$ cat config.mk
export PLATFORM = sky130hd
export DESIGN_NAME = im_program_loader
export DESIGN_NICKNAME = d
export VERILOG_FILES = /design/src/rtl/im_program_loader.sv
export SDC_FILE = /design/constraint.sdc
export NUM_CORES = 1
export LEC_CHECK = 0
export CAP_MARGIN = 25
export CORE_MARGIN = 8
export CORE_UTILIZATION = 52
export CTS_BUF_LIST = sky130_fd_sc_hd__clkbuf_2 sky130_fd_sc_hd__clkbuf_4 sky130_fd_sc_hd__clkbuf_8
export CTS_CLUSTER_DIAMETER = 80
export CTS_CLUSTER_SIZE = 28
export DETAILED_ROUTE_END_ITERATION = 16
export GPL_TIMING_DRIVEN = 0
export PLACE_DENSITY = 0.78
export RECOVER_POWER = 50
export SETUP_SLACK_MARGIN = 0.5
export SKIP_LAST_GASP = 1
export SLEW_MARGIN = 20
export SYNTH_ARGS = -nofsm -noshare
export SYNTH_HDL_FRONTEND = slang
export SYNTH_SLANG_ARGS = --single-unit
$ cat constraint.sdc
create_clock -name clk -period 3.08 [get_ports clk]
set_input_delay 0.308 -clock clk [delete_from_list [all_inputs] [get_ports clk]]
set_output_delay 0.308 -clock clk [all_outputs]
set_load 0.05 [all_outputs]
$ cat src/rtl/im_program_loader.sv
// Byte-stream loader for the 16-bit instruction memory: count byte, N words (high byte
// first), then an XOR checksum byte. Holds the CPU while a frame is being loaded.
module im_program_loader #(
   parameter int DEPTH = 30,
   parameter int AW    = 8
) (
   input  logic          clk,
   input  logic          rst,
   input  logic          start_i,
   input  logic          abort_i,
   input  logic [7:0]    in_data_i,
   input  logic          in_valid_i,
   output logic          in_ready_o,
   output logic          im_we_o,
   output logic [AW-1:0] im_addr_o,
   output logic [15:0]   im_wdata_o,
   output logic          cpu_hold_o,
   output logic          load_done_o,
   output logic          load_err_o
);

   localparam logic [2:0] S_IDLE  = 3'd0;
   localparam logic [2:0] S_COUNT = 3'd1;
   localparam logic [2:0] S_HI    = 3'd2;
   localparam logic [2:0] S_LO    = 3'd3;
   localparam logic [2:0] S_WRITE = 3'd4;
   localparam logic [2:0] S_CHK   = 3'd5;
   localparam logic [2:0] S_DONE  = 3'd6;
   localparam logic [2:0] S_ERR   = 3'd7;

   localparam logic [7:0] DEPTH_B = 8'(DEPTH);

   logic [2:0]    state_q, state_d;
   logic [7:0]    n_q, n_d;
   logic [7:0]    wcnt_q, wcnt_d;
   logic [7:0]    hi_q, hi_d;
   logic [7:0]    lo_q, lo_d;
   logic [7:0]    csum_q, csum_d;
   logic [AW-1:0] addr_q, addr_d;

   logic accepting;
   logic xfer;
   logic count_ok;
   logic last_word;

   assign accepting = (state_q == S_COUNT) || (state_q == S_HI) ||
                      (state_q == S_LO)    || (state_q == S_CHK);

   // abort wins over a byte offered in the same cycle, so the byte is never consumed
   assign in_ready_o = accepting & ~abort_i;
   assign xfer       = in_valid_i & in_ready_o;

   assign count_ok  = (in_data_i != 8'd0) && (in_data_i <= DEPTH_B);
   assign last_word = ((wcnt_q + 8'd1) == n_q);

   assign im_we_o     = (state_q == S_WRITE);
   assign im_addr_o   = addr_q;
   assign im_wdata_o  = {hi_q, lo_q};
   assign cpu_hold_o  = (state_q != S_IDLE);
   assign load_done_o = (state_q == S_DONE);
   assign load_err_o  = (state_q == S_ERR);

   always_comb begin
      state_d = state_q;
      n_d     = n_q;
      wcnt_d  = wcnt_q;
      hi_d    = hi_q;
      lo_d    = lo_q;
      csum_d  = csum_q;
      addr_d  = addr_q;

      if ((state_q != S_IDLE) && abort_i) begin
         state_d = S_IDLE;
      end else begin
         case (state_q)
            S_IDLE: begin
               if (start_i) begin
                  state_d = S_COUNT;
               end
            end
            S_COUNT: begin
               if (xfer) begin
                  n_d = in_data_i;
                  if (count_ok) begin
                     state_d = S_HI;
                     addr_d  = '0;
                     wcnt_d  = 8'd0;
                     csum_d  = 8'd0;
                  end else begin
                     state_d = S_ERR;
                  end
               end
            end
            S_HI: begin
               if (xfer) begin
                  hi_d    = in_data_i;
                  csum_d  = csum_q ^ in_data_i;
                  state_d = S_LO;
               end
            end
            S_LO: begin
               if (xfer) begin
                  lo_d    = in_data_i;
                  csum_d  = csum_q ^ in_data_i;
                  state_d = S_WRITE;
               end
            end
            S_WRITE: begin
               addr_d  = addr_q + AW'(1);
               wcnt_d  = wcnt_q + 8'd1;
               state_d = last_word ? S_CHK : S_HI;
            end
            S_CHK: begin
               if (xfer) begin
                  state_d = (in_data_i == csum_q) ? S_DONE : S_ERR;
               end
            end
            S_DONE:  state_d = S_IDLE;
            S_ERR:   state_d = S_IDLE;
            default: state_d = S_IDLE;
         endcase
      end
   end

   always_ff @(posedge clk or posedge rst) begin
      if (rst) begin
         state_q <= S_IDLE;
         n_q     <= 8'd0;
         wcnt_q  <= 8'd0;
         hi_q    <= 8'd0;
         lo_q    <= 8'd0;
         csum_q  <= 8'd0;
         addr_q  <= '0;
      end else begin
         state_q <= state_d;
         n_q     <= n_d;
         wcnt_q  <= wcnt_d;
         hi_q    <= hi_d;
         lo_q    <= lo_d;
         csum_q  <= csum_d;
         addr_q  <= addr_d;
      end
   end

endmodule

-- Word-level counts from Yosys, hierarchy flattened
Cells that the tools add are included.
W data, S select, Z words.
- bitwise operators: 5
- magnitude comparators: 1
- $add $sub $neg: 2
- multiplexer cells: 16
- reductions and logical operators: 18
- equal/unequal tests: 17
- operator list (operator ; count):
    $pmux W8 S2 ; 3
    $mux W3 ; 8
    $mux W8 ; 3
    $pmux W3 S7 ; 1
    $add A8 B1 Y8 const B ; 2
    $eq A8 B8 Y1 ; 2
    $eq A3 B3 Y1 const B ; 4
    $ne A3 B2 Y1 const B ; 4
    $reduce_and A5 Y1 ; 2
    $reduce_and A3 Y1 ; 3
    $le A8 B5 Y1 const B ; 1
    $reduce_bool A8 Y1 ; 1
    $xor A8 B8 Y8 ; 1
    $eq A3 B2 Y1 const B ; 2
    $ne A2 B2 Y1 const B ; 2
    $reduce_and A4 Y1 ; 1
    $reduce_bool A2 Y1 ; 2
    $reduce_or A2 Y1 ; 2
    $eq A3 B1 Y1 const B ; 1
    $logic_not A3 Y1 ; 1
    $logic_or A1 B1 Y1 ; 3
    $ne A3 B3 Y1 const B ; 1
    $reduce_bool A3 Y1 ; 1
    $and A1 B1 Y1 ; 2
    4 further kinds ; 6
- output and inout port bits: 29
- register bits after elaboration: 51
- logic and storage cells: 66

-- Depth between registers and ports, before layout
- depth after elaboration: 9
- mapped depth: 9
- depth with buffers taken out: 8

-- Worst setup path after synthesis
OpenSTA, ideal clock, no wires.
- path type: register -> register
- start: register state_q[2]
- end: register addr_q[6], in the netlist im_addr_o[6]
- required time: 2937 ps
- arrival time: 2098 ps
- path slack: 839 ps
- buffers on the path: 0
- cell stages (with the launch flop): 7
- clock period less this slack: 2241 ps
- path through: dfrtp_1 > or3_1 > a2bb2oi_4 > o211ai_4 > or4_4 > nand3b_1 > o31ai_2
- RTL lines (item ; line ; source):
    start: declaration ; 33 ; logic [2:0] state_q, state_d;
    start signal: assignment ; 135 ; state_q <= state_d;
    $reduce_bool A3 Y1 ; -- ;
    net cpu_hold_o ; 17 ; output logic cpu_hold_o,
    $logic_and A1 B1 Y1 ; 72 ; if ((state_q != S_IDLE) && abort_i) begin
    $not A1 Y1 (no source line) ; -- ;
    $reduce_and A4 Y1 (no source line) ; -- ;
    end signal: assignment ; 141 ; addr_q <= addr_d;
    end: declaration ; 39 ; logic [AW-1:0] addr_q, addr_d;
The timed path passes the listed nets, and every way through them passes these cells.
A chain may end at the register's enable or synchronous reset.

-- Worst setup path after layout
- start: register wcnt_q[2]
- end: register state_q[2]
- longest elaborated chain between the ends: 5
- ends and longest elaborated chain (item ; line ; source):
    start: declaration ; 35 ; logic [7:0] wcnt_q, wcnt_d;
    start signal: assignment ; 137 ; wcnt_q <= wcnt_d;
    $add A8 B1 Y8 ; 54 ; assign last_word = ((wcnt_q + 8'd1) == n_q);
    $eq A8 B8 Y1 ; 54 ;
    $mux W3 ; 111 ; state_d = last_word ? S_CHK : S_HI;
    $pmux W3 S7 ; 75 ; case (state_q)
    $mux W3 ; 72 ;
Every way passes these cells.

==> metrics <==
yosys warns 0; n_diodes 0; sequential share of the synthesized area a little under half; Hold Startpoint in_data_i[3]; Total Nets Final about 330; wire length per cell around 16 um; TritonCTS Buffers 5; setup TNS 0 ns; setup ws final 0.6479 ns; IO buf count 36; Slowest cell on crit path or4_1; Min-Delay Path Depth 3; WL final 5996 um; first-pass GRT wire length 9998 um; routed vias/inst about 5.7; Final Hold Fails 0; # IOs 42; Max Root-Sink Buffers 2; RR Startpoint wcnt_q[2]$_DFFE_PP0P_; Pwr Density 873.1 nW/um2; pin count of the biggest net entering global routing 32; Worst Path Class, Setup reg -> reg; EDFF count, synth 0; Clock Sinks roughly 50; Worst setup SP type flop; total grt overflow 0; Hold Path Class in -> reg; crit path DAT between 2 and 3 ns; Leakage 1.372 nW; height of the die slightly below 90 um; most common cell after layout, fill and taps aside dfrtp_1; Yosys top cell by area dfrtp_1; FF-to-FF path depth 6; Post-Syn Area ~2700 um2; ranking of synthesized cells by area dfrtp_1, mux2_2, o21ai_0; Tcrit/Tclk final between 70 and 80%; crit path cell chain and2_1, nand4_1, xnor2_1, or4_1, nor4_1, o221a_1; vias in the first global route around 2200; Area Overhead vs Synth 21.49%; worst setup path startpoint wcnt_q[2]$_DFFE_PP0P_; CTS tree yes; Initial Util between 50% and 60%; Tmin final between 2 and 2.5 ns; Syn Inst Count between 200 and 300; Vias about 2200; Total GRT Usage 16.37%; crit end category flop; Pre-Repair DR Iteration Count 4; synthesis-stage register bit count 51; die extent in x 88.08 um; IR drop worst, VDD 0.7305 mV; CTS H-tree lvls 2; worst-path maximum fanout 6; Worst-Margin Slew about 0.85 ns; post-synth top area share ~47%; RSZ-0062 raised after global routing false; die area 7757 um2; clk slew on worst S/H paths around 0.1 ns; row cnt 26; slowest stage delay, CP ~0.52 ns; initial antenna violation count 0; Cell variety after synth 44; Iter 0 DRT Violations 171; WP data required between 3 and 4 ns; DP Wirelength roughly 4300 um; # fillers approximately 430; Worst Skew roughly 0.0098 ns; clk root buf clkbuf_8; Final ANT Viol Nets 0; hold_buf cts 0; layout cell share with drive strength beyond 1 a little over an eighth; gpl congestion 0.8810; core region area slightly above 5000 um2; Slew headroom 43.32%; Clk Latency, worst-skew pair 0.31 ns; Syn Nets between 200 and 300; Max-Cap Viols 0; fmax 411.2 MHz; ys flop type dfrtp_1; Avg Cell Area, Syn approximately 10 um2; Async SR Flop Fraction 100.0%; Final setup viols 0; DRC Markers 0; fin. max-slew vios 0; dpl ws about 0.41 ns; status finished clean; most frequent cells in the layout dfrtp_1, o21ai_0, clkdlybuf4s50_1
kinds of logic after synthesis:
| logic type | synth area share, % |
|---|---|
| AO/OA/AOI/OAI | 13.48 |
| multiplexers | 10.79 |
| adder cells (fa/ha/maj) | 0.9262 |
| AND/OR/NAND/NOR | 15.33 |
| XOR/XNOR | 8.430 |
| flip-flops | 47.24 |
| buffers and inverters | 3.798 |
state kept, by name (all words and copies together), names as in the netlist:
name and flops:
im_addr_o 8, state_q 3, csum_q 8, lo_q 8, n_q 8, hi_q 8
wcnt_q 8
worst paths after layout:
check,end,slack [ns]
max reg2reg,state_q[2]$_DFFE_PP0P_,0.65
min reg2reg,csum_q[3]$_DFFE_PP0P_,0.51
min in group asynchronous,lo_q[1]$_DFFE_PP0P_,0.59
max in group asynchronous,im_addr_o[3]$_DFFE_PP0P_,1.83
min,csum_q[3]$_DFFE_PP0P_,0.38
max,state_q[2]$_DFFE_PP0P_,0.65
synth_stat cells (2+ instances only):
cell and count:
a21oi_1 10, and2_1 3, and3_1 2, and4_1 2
clkbuf_1 14, dfrtp_1 51, ha_1 2, inv_1 5
mux2_2 25, nand2_1 24, nand2b_1 2, nand3_1 7
nand4_1 3, nor2_1 25, nor2b_1 2, nor3_1 5
nor4_1 3, o21ai_0 29, o22ai_1 3, o31ai_1 2
or3_1 2, xnor2_1 16, xor2_1 10
critical path: cells and delay by family (launching register included):
kind,cells,cell delay (ns)
AOI/OAI and AO/OA,1,0.27
xor gates and xnor gates,1,0.17
DFF,1,0.45
and+or+nand+nor,4,1.46
per-layer routing:
layer	wire length, um	track usage, %
met5	0	0
met2	2812	26.27
met1	2622	20.24
met4	72	5.684
met3	488	5.159
cell type report:
class,count,area [um2],area share (%)
well taps,70,87.58,2.669
inverters,7,38.79,1.182
plain buffers,15,63.81,1.944
clock inverters,3,46.29,1.411
repair buffers,37,377.9,11.51
clock buffers,5,68.82,2.097
flip-flops and latches,51,1276,38.89
multi-input cells,195,1323,40.30
timing repair:
action                     CTS  global route
buffers inserted             0             0
setup endpoints to repair    2             0
gates resized for setup      2             0
through the flow:
step           cell area [um2]  hold WS [ns]  power (mW)  utilization (%)  std cells
4_1_cts                   3282        0.3269       2.890            64.67        383
3_3_place_gp              3149        0.4869       2.373            62.06        374
2_1_floorplan             2701        0.4440       2.003                -        268
6_report                  3282        0.3757       2.865            64.67        383
5_1_grt                   3282        0.4099       3.019            64.67        383
3_5_place_dp              3169        0.4960       2.413            62.45        375
power breakdown:
group / total, mW / switching (mW) / leakage (nW) / internal, mW
Clock: 0.488 / 0.243 / 0.0548 / 0.245
Combinational: 1.31 / 0.798 / 0.658 / 0.513
Sequential: 1.07 / 0.170 / 0.659 / 0.896
No activity file was read; power rests on OpenSTA's default activity.
